### src/rtl/gray_ctrl.sv
// gray_ctrl: sequencing controller for a 3-bit Gray-code counter.
//
// Runs the counter for a commanded number of steps and supports hold and
// abort. Every step the counter takes is checked against the Gray order
// 000->001->011->010->110->111->101->100->000. The controller counts wraps
// and keeps a sticky sequence-error flag.
//
// Ports:
//   i_clk         clock, all state changes on the rising edge
//   i_reset       synchronous active-high reset
//   i_start       run request, sampled only in IDLE
//   i_steps       step count for the run, sampled with i_start
//   i_hold        pauses the counter while running
//   i_clear_req   abort and clear counter and checker (ignored in CLEAR)
//   i_gray_out    counter value
//   i_gray_ovf    counter overflow flag (sticky inside the counter)
//   o_gray_en     counter enable
//   o_gray_reset  counter synchronous reset
//   o_busy        high in RUN and CLEAR
//   o_done        one-cycle pulse when a run completes
//   o_wraps       observed 100->000 transitions, saturating at 15
//   o_seq_err     sticky sequence-check failure
//   o_state       current FSM state (IDLE=0, RUN=1, CLEAR=2, DONE=3)
//
// Command protocol: i_start is a request qualified by the FSM being in
// IDLE. There is no back-pressure signal; a request outside IDLE is dropped.
// Each accepted request answers with exactly one o_done pulse, unless
// ClearReq or reset aborts the run. A run with zero steps still answers
// with o_done.
module gray_ctrl #(
  parameter int STEP_W = 4
) (
  input  logic              i_clk,
  input  logic              i_reset,
  input  logic              i_start,
  input  logic [STEP_W-1:0] i_steps,
  input  logic              i_hold,
  input  logic              i_clear_req,
  input  logic [2:0]        i_gray_out,
  input  logic              i_gray_ovf,
  output logic              o_gray_en,
  output logic              o_gray_reset,
  output logic              o_busy,
  output logic              o_done,
  output logic [3:0]        o_wraps,
  output logic              o_seq_err,
  output logic [1:0]        o_state
);

  typedef enum logic [1:0] {
    S_IDLE  = 2'd0,
    S_RUN   = 2'd1,
    S_CLEAR = 2'd2,
    S_DONE  = 2'd3
  } state_t;

  state_t            r_state;
  state_t            w_next_state;
  logic [STEP_W-1:0] r_rem;
  logic [STEP_W-1:0] w_next_rem;
  logic [2:0]        r_last;
  logic              r_en_d;
  logic [3:0]        r_wraps;
  logic              r_seq_err;
  logic              w_wrap;

  // Successor of a value in the 3-bit Gray order.
  function automatic logic [2:0] next_gray(input logic [2:0] g);
    logic [2:0] n;
    case (g)
      3'b000:  n = 3'b001;
      3'b001:  n = 3'b011;
      3'b011:  n = 3'b010;
      3'b010:  n = 3'b110;
      3'b110:  n = 3'b111;
      3'b111:  n = 3'b101;
      3'b101:  n = 3'b100;
      default: n = 3'b000; // 3'b100 wraps to zero
    endcase
    return n;
  endfunction

  assign o_gray_en    = (r_state == S_RUN) & ~i_hold;
  assign o_gray_reset = i_reset | (r_state == S_CLEAR);
  assign o_busy       = (r_state == S_RUN) | (r_state == S_CLEAR);
  assign o_done       = (r_state == S_DONE);
  assign o_wraps      = r_wraps;
  assign o_seq_err    = r_seq_err;
  assign o_state      = r_state;

  // Next state and remaining-step count.
  always_comb begin
    w_next_state = r_state;
    w_next_rem   = r_rem;
    case (r_state)
      S_IDLE: begin
        if (i_clear_req) begin
          w_next_state = S_CLEAR;
        end else if (i_start) begin
          if (i_steps != '0) begin
            w_next_state = S_RUN;
            w_next_rem   = i_steps;
          end else begin
            w_next_state = S_DONE;
          end
        end
      end
      S_RUN: begin
        if (i_clear_req) begin
          w_next_state = S_CLEAR;
        end else if (!i_hold) begin
          w_next_rem = r_rem - STEP_W'(1);
          if (r_rem == STEP_W'(1)) begin
            w_next_state = S_DONE;
          end
        end
      end
      S_CLEAR: begin
        w_next_state = S_IDLE;
        w_next_rem   = '0;
      end
      default: begin // S_DONE
        if (i_clear_req) begin
          w_next_state = S_CLEAR;
        end else begin
          w_next_state = S_IDLE;
        end
      end
    endcase
  end

  always_ff @(posedge i_clk) begin
    if (i_reset) begin
      r_state <= S_IDLE;
      r_rem   <= '0;
    end else begin
      r_state <= w_next_state;
      r_rem   <= w_next_rem;
    end
  end

  // A wrap is seen when a checked step moves from 100 to 000.
  assign w_wrap = r_en_d & (r_last == 3'b100) & (i_gray_out == 3'b000);

  // Step checker. The counter moves on the edge that ends an enable cycle, so
  // the new value is checked one cycle later (r_en_d). r_last follows the
  // counter every cycle; the counter is frozen outside enable cycles, so r_last
  // holds the pre-step value whenever a check happens.
  always_ff @(posedge i_clk) begin
    if (i_reset || (r_state == S_CLEAR)) begin
      r_last    <= 3'b000;
      r_en_d    <= 1'b0;
      r_wraps   <= 4'd0;
      r_seq_err <= 1'b0;
    end else begin
      r_en_d <= o_gray_en;
      r_last <= i_gray_out;
      if (r_en_d && (i_gray_out != next_gray(r_last))) begin
        r_seq_err <= 1'b1;
      end
      if (w_wrap) begin
        if (r_wraps != 4'd15) begin
          r_wraps <= r_wraps + 4'd1;
        end
        // The counter must raise its overflow flag when it wraps.
        if (!i_gray_ovf) begin
          r_seq_err <= 1'b1;
        end
      end
    end
  end

endmodule
### config.mk
export PLATFORM = sky130hd
export DESIGN_NAME = gray_ctrl
export DESIGN_NICKNAME = d
export VERILOG_FILES = /design/src/rtl/gray_ctrl.sv
export SDC_FILE = /design/constraint.sdc
export NUM_CORES = 1
export LEC_CHECK = 0
export ABC_AREA = 1
export CORE_UTILIZATION = 40
export DETAILED_ROUTE_END_ITERATION = 8
export PLACE_DENSITY = 0.67
export SETUP_SLACK_MARGIN = 0.4
export SYNTH_ARGS = -nofsm -noshare
export SYNTH_HDL_FRONTEND = slang
export SYNTH_SLANG_ARGS = --single-unit
### constraint.sdc
create_clock -name i_clk -period 2.35 [get_ports i_clk]
set_input_delay 0.47 -clock i_clk [delete_from_list [all_inputs] [get_ports i_clk]]
set_output_delay 0.47 -clock i_clk [all_outputs]
set_load 0.1 [all_outputs]
# == After elaboration in Yosys (flattened, before gate mapping) ==
# Cells that the tools add are included.
# totals
out_inout_bits,11
register_bits,15
word_cells,64
in_bits,13
# classes
mux,19
eq_ne,21
reduce_logical,10
n_addsub,2
bitwise_logic,6
# ops
cell,n
3-bit one-hot mux with 7 select lines,1
4-bit 2-to-1 mux,5
2-bit 2-to-1 mux,7
3-bit equality test (second input constant),4
4-bit one-hot mux with 3 select lines,1
2-bit != test (second input constant),5
3-bit by 2-bit equality test with 1-bit output (second input constant),2
3-bit logical NOT,2
3-bit != test (second input constant),2
2-bit one-hot mux with 3 select lines,1
6-bit AND reduction,1
4-bit by 1-bit adder with 4-bit output (second input constant),1
2-bit equality test (second input constant),2
4-bit by 1-bit equality test with 1-bit output (second input constant),1
4-bit != test (second input constant),1
4-bit nonzero test,1
4-bit by 1-bit subtractor with 4-bit output (second input constant),1
1-bit bitwise AND,3
3-bit by 1-bit equality test with 1-bit output (second input constant),1
1-bit 2-to-1 mux,3
3-bit 2-to-1 mux,1
3-bit by 2-bit != test with 1-bit output (second input constant),1
3-bit != test,1
3-bit AND reduction,1
8 further kinds,9

# == Logic depth before layout (Yosys ltp) ==
# Gate-level depths: netlist (run 1).
# logic_depth
word_depth,8
mapped_depth,9

# == Worst setup path before layout (run 1) ==
# OpenSTA, ideal clock, no wires.
# synth_timing
kind,register -> output
from,reg r_state[0] (netlist: o_state[0])
to,out o_gray_en
path_slack_ps,-822
path_buffers,0
stages_incl_launch_ff,4
t_required_ps,1880
t_arrival_ps,2702
cell_sequence,dfxtp_1 ha_1 inv_1 nor2_1
# synth_between
elab_chain_cells,2
# synth_rtl
element,line,source
"start, declared",57,state_t r_state;
"start signal, assigned",137,r_state <= w_next_state;
2-bit by 1-bit equality test with 1-bit output,83,assign o_gray_en = (r_state == S_RUN) & ~i_hold;
1-bit bitwise AND,83,
"end, declared",41,"output logic o_gray_en,"
# Every way passes these cells.

# == Final worst setup path (run 1) ==
# layout_timing
from,reg r_state[1] (netlist: o_state[1])
to,out o_gray_en
# Same word-level chain as after synthesis.

==> results of run 1 <==
-- layout make-up --
cell class | instances | area [µm²]
clock buffer | 3 | 22.5
tap | 28 | 35.0
fill | 220 | 935
multi-input combinational | 111 | 617
timing repair buffer | 24 | 235
inverter | 19 | 76.3
clock inverter | 1 | 5.00
sequential | 15 | 308
-- cells in the mapped netlist, drive strengths merged --
master / n / area [µm²]
nor2: 20 / 85.1
nor3: 2 / 21.3
xnor2: 1 / 8.76
nand3: 20 / 100
clkinv: 1 / 3.75
a21oi: 11 / 55.1
inv: 18 / 67.6
nand2: 41 / 171
ha: 7 / 87.6
dfxtp: 15 / 300
o21ai: 7 / 42.5
a31oi: 1 / 6.26
nand4: 1 / 6.26
-- layer usage --
| metal | up-vias | GRT usage |
|---|---|---|
| li1 | 524 | - |
| met1 | 420 | 0.177 |
| met2 | 17 | 0.340 |
| met3 | 5 | 0.0625 |
| met4 | 0 | 0.0556 |
| met5 | - | 0 |
-- stage by stage --
stage	hold WS [ns]	cell area [µm²]	setup slack (ns)	util
after CTS	0.481	1300	0.395	0.582
after global routing	0.499	1300	0.330	0.582
final	0.476	1300	0.417	0.582
after detailed placement	0.466	1260	0.341	0.565
after floorplan	0.446	991	0.438	-
after global placement	0.461	1260	0.351	0.565
-- cells by family after synthesis --
group,share of synthesized area
adder cells (fa/ha/maj),0.0916
flip-flops,0.314
AND/OR/NAND/NOR,0.402
AO/OA/AOI/OAI,0.109
XOR/XNOR,0.00916
buffers and inverters,0.0746
-- path summary, 6_finish.rpt --
path / startpoint / end / slack, ns / depth (start not counted)
max: o_state[1] / o_gray_en / 0.42 / 5
min: r_en_d / o_seq_err / 0.48 / 2
max reg2reg: o_state[1] / r_rem[3] / 0.91 / 7
min reg2reg: r_en_d / o_seq_err / 0.48 / 2
-- power by group through the flow --
| stage | logic (mW) | registers, mW | clock network [mW] |
|---|---|---|---|
| 2_1_floorplan | 0.230 | 0.330 | 0 |
| 3_3_place_gp | 0.341 | 0.298 | 0 |
| 3_5_place_dp | 0.345 | 0.299 | 0 |
| 4_1_cts | 0.350 | 0.293 | 0.160 |
| 5_1_grt | 0.379 | 0.296 | 0.171 |
| 6_report | 0.348 | 0.294 | 0.149 |
-- critical path: stages, from the launching register on --
cell and delay [ns]:
dfxtp_4 0.37, inv_1 0.11, ha_2 0.27, inv_1 0.12, nor2_4 0.12, buf_12 0.18
-- placed cells by master, fill, tap and decap left out, types with 2 or more instances in the layout --
master,netlist,final
nor2_4,1,3
dfxtp_4,0,2
buf_12,0,2
a21oi_1,11,11
nor2_1,18,16
clkbuf_4,0,3
ha_2,0,2
inv_2,2,2
buf_4,0,10
dfxtp_1,15,13
nand2_4,2,2
ha_1,7,4
nand2_1,38,38
o21ai_2,2,2
inv_1,16,16
o21ai_0,4,4
clkdlybuf4s50_1,0,12
nand3_1,20,20
-- state kept, by name, summed over array words and instances (netlist names) --
register and cells:
o_seq_err 1, r_en_d 1, r_rem 4, r_last 3, o_wraps 4, o_state 2
-- repair_timing --
action | CTS | global route
setup endpoints to repair | 2 | 2
resized for setup | 3 | 0
hold endpoints to repair | 0 | 0
gates cloned | 0 | 0
pin swaps | 0 | 1
hold buffers | 0 | 0
==> results.yml, run 1 <==
flow_run:
  cap_violations: 0
cts:
  cts.clk_slew.worst_paths_ns: 0.09
  htreeDepth: 1
  clkSinkCount: 15
  postCtsSetupRepairBufs: 0
  cts_buffers: 3
  worstSkewPairLatency_ns: 0.29
  clock_path_buffers: 2
  cts_tree: "yes"
  cts-root-buf: "clkbuf_4"
pwr:
  swShare: 0.424
  finalPower_mw: 0.791
  leakagePower_nw: 0.575
  power.switching_mw: 0.335
  p_per_area_nw_per_um2: 609
  p_int_mw: 0.456
  vdd_ir_drop_max_mv: 0.328
  p_clk_frac: 0.189
  pwr-share-seq: 0.371
  comb_power_share: 0.440
global_route:
  grt_pass1_vias: 842
  grt_usage: 0.178
  grt_max_degree: 10
  grt_antenna_before_repair: 0
  grt-ovfl-total: 0
  grt_pass1_wl_um: 3330
setup_path:
  critical_path_required_ns: 1.88
  critical_path_class: "register to output pin"
  end_kind: "output pin"
  path_max_fanout: 6
  start_kind: "register"
  critPathArrivalTime_ns: 1.46
floorplanning:
  core-area_um2: 2230
  rows: 17
  ioPinCount: 24
  initial_core_util: 0.428
  fp.dieH_um: 50.9
  die_w_um: 50.9
  die-area_um2: 2590
timing:
  period_share: 0.822
  rsz0062_at_grt: "yes"
  max_slew_margin: 0.795
  tightest_slew_ns: 0.307
  setup_violations: 0
  setup-tns-final_ns: 0
  period_minus_slack_ns: 1.93
  final.setup_skew_ns: 0.00283
  drv_slew: 0
  hold_viol_final: 0
  max_freq_ghz: 0.517
layout:
  stdcell_count: 201
  drive_above_1_share: 0.197
  area_growth_syn_to_layout_pct: 35.9
  n_antenna_cell: 0
  nNetsFinal: 194
logic_synthesis:
  seq_area_frac_synth: 0.314
  ys_seq_elements: 15
  syn_inst: 145
  yosysWarnings: 0
  syn_area_um2: 956
  synth.net_count: 165
  syn_area_per_cell_um2: 6.59
  synth_cell_type_count: 21
placed_design:
  place_congestion: 0.776
  dp.cells: 197
  post-dp-hpwl_um: 1710
  portBuffers: 23
route:
  postRouteWirelength_um: 2110
  wl_per_cell_um: 10.5
  vias: 966
  drtIter0Drc: 15
  wl_met2_um: 1060
  top_layer_used: "met4"
  drtPass1Iterations: 4
  drc: 0
  m1WireLength_um: 946
  wl_met3_um: 79
  antenna_left: 0
  via_per_inst: 4.81
worst_hold_path:
  hp-class: "register to register"
status:
  status: "finished, final reports clean"
(Power assumes the default switching activity.)
==> inputs of run 2 (changes only) <==
==> constraint.sdc (replaced) <==
create_clock -name i_clk -period 2 [get_ports i_clk]
set_input_delay 0.4 -clock i_clk [delete_from_list [all_inputs] [get_ports i_clk]]
set_output_delay 0.4 -clock i_clk [all_outputs]
set_load 0.1 [all_outputs]
==> run 2 against run 1 <==
Net effect:
- die area did not move
- critical path type unchanged
- routed wire length rose by 6.5%
- largest power group unchanged
- setup slack got worse by 0.061 ns
- clock skew rose by 0.0071 ns
- clock power rose by 15%
==> results.yml, run 2 (synthesized netlist as in run 1, its figures left out) <==
timing:
  drv_slew: 0
  period_share: 0.822
  setup-tns-final_ns: 0
  tightest_slew_ns: 0.303
  setup_violations: 0
  max_freq_ghz: 0.608
  final.setup_skew_ns: 0.00989
  rsz0062_at_grt: "yes"
  period_minus_slack_ns: 1.64
  max_slew_margin: 0.797
  hold_viol_final: 0
pwr:
  power.switching_mw: 0.417
  p_clk_frac: 0.171
  swShare: 0.416
  p_per_area_nw_per_um2: 695
  vdd_ir_drop_max_mv: 0.436
  leakagePower_nw: 0.634
  p_int_mw: 0.585
  comb_power_share: 0.484
  pwr-share-seq: 0.346
setup_path:
  crit_buf_inv: 3
  slowest_stage: "dfxtp_4"
  end_kind: "output pin"
  path_max_fanout: 3
  critical_path_class: "register to output pin"
  cp_cell_sequence: "inv_4 -> ha_4 -> nor2_4 -> clkinv_8 -> buf_12"
  start_kind: "register"
  critPathArrivalTime_ns: 1.24
  crit_family: "flip-flops"
  slowest_delay_ns: 0.36
  critical_path_required_ns: 1.60
cts:
  clkSinkCount: 15
  cts-root-buf: "clkbuf_4"
  worstSkewPairLatency_ns: 0.28
  cts_tree: "yes"
  htreeDepth: 1
  cts.clk_slew.worst_paths_ns: 0.08
  cts_hold_buf: 0
  cts_buffers: 3
  clock_path_buffers: 2
route:
  antenna_left: 0
  postRouteWirelength_um: 2250
  wl_per_cell_um: 10.8
  drtPass1Iterations: 4
  drtIter0Drc: 21
  drc: 0
  vias: 1036
  via_per_inst: 4.96
floorplanning:
  rows: 17
  fp.dieH_um: 50.9
  core-area_um2: 2230
  die_w_um: 50.9
  die-area_um2: 2590
  ioPinCount: 24
  initial_core_util: 0.428
placed_design:
  placedInstanceArea_um2: 1330
  post-dp-hpwl_um: 1700
  portBuffers: 23
  place_congestion: 0.835
layout:
  stdcell_area_um2: 1440
  n_antenna_cell: 0
  final_cell_mix: "nand2_1, nand3_1, nor2_1, buf_4, inv_1"
  drive_above_1_share: 0.276
  final_common_cell: "nand2_1"
  area_growth_syn_to_layout_pct: 50.9
  fillers: 206
  nNetsFinal: 202
flow_run:
  cap_violations: 0
global_route:
  grt_pass1_wl_um: 3740
  grt-ovfl-total: 0
  grt_antenna_before_repair: 0
  grt_pass1_vias: 944
  grt_usage: 0.194
  grt_max_degree: 9
status:
  status: "finished, final reports clean"
worst_hold_path:
  hp-class: "register to register"
-- run 2: cell count changes in the layout (fill, tap and decap cells not counted), sizes merged --
cell	delta
clkbuf	+1
dlygate4sd2	+2
buf	+8
clkdlybuf4s50	-2
clkinv	-1
-- run 2: final timing paths --
kind,start,endpoint,slack (ns),cells past startpoint
setup / recovery,o_state[0],o_gray_reset,0.36,5
setup reg to reg,o_state[0],r_rem[3],0.52,10
hold reg to reg,r_en_d,o_seq_err,0.47,2
hold / removal,r_en_d,o_seq_err,0.47,2
-- run 2: repair_timing --
item / CTS / global route
resized for setup: 8 / 0
endpoints found under the setup margin: 3 / 4
setup buffers: 6 / 2
pin swaps: 4 / 1
-- run 2: routing by layer --
layer	GRT usage	part of all wire
met1	0.218	0.45
met2	0.351	0.49
met3	0.0268	0.044
met4	0.102	0.023
met5	0	0
-- run 2: per-stage QoR --
step | hold WS, ns | std cells | power (mW) | util | worst slack, ns
2_1_floorplan | 0.446 | 145 | 0.684 | - | 0.262
3_3_place_gp | 0.457 | 197 | 0.795 | 0.596 | 0.256
3_5_place_dp | 0.465 | 197 | 0.802 | 0.596 | 0.249
4_1_cts | 0.481 | 207 | 1.01 | 0.639 | 0.327
5_1_grt | 0.494 | 209 | 1.07 | 0.646 | 0.313
6_report | 0.473 | 209 | 1.00 | 0.646 | 0.356
-- run 2: worst register-to-register path: cells and delay by family, from the launching register on --
family          cells  cell delay [ns]
buf+inv             2             0.29
flops               1             0.36
compound gates      1             0.08
fa+ha+maj           1             0.16
simple gates        6             0.57
-- run 2: layout make-up --
type,count,area (µm²),share of cell area
Multi-Input combinational cell,111,657,0.455
Clock buffer,4,26.3,0.0182
Inverter,19,93.8,0.0650
Timing Repair Buffer,32,318,0.220
Tap cell,28,35.0,0.0243
Sequential cell,15,313,0.217
-- run 2: power groups by stage --
stage	Sequential, mW	Combinational (mW)	Clock, mW
after floorplan	0.390	0.294	0
after global placement	0.354	0.441	0
after detailed placement	0.354	0.448	0
after CTS	0.346	0.479	0.180
after global routing	0.350	0.526	0.190
final	0.346	0.485	0.171
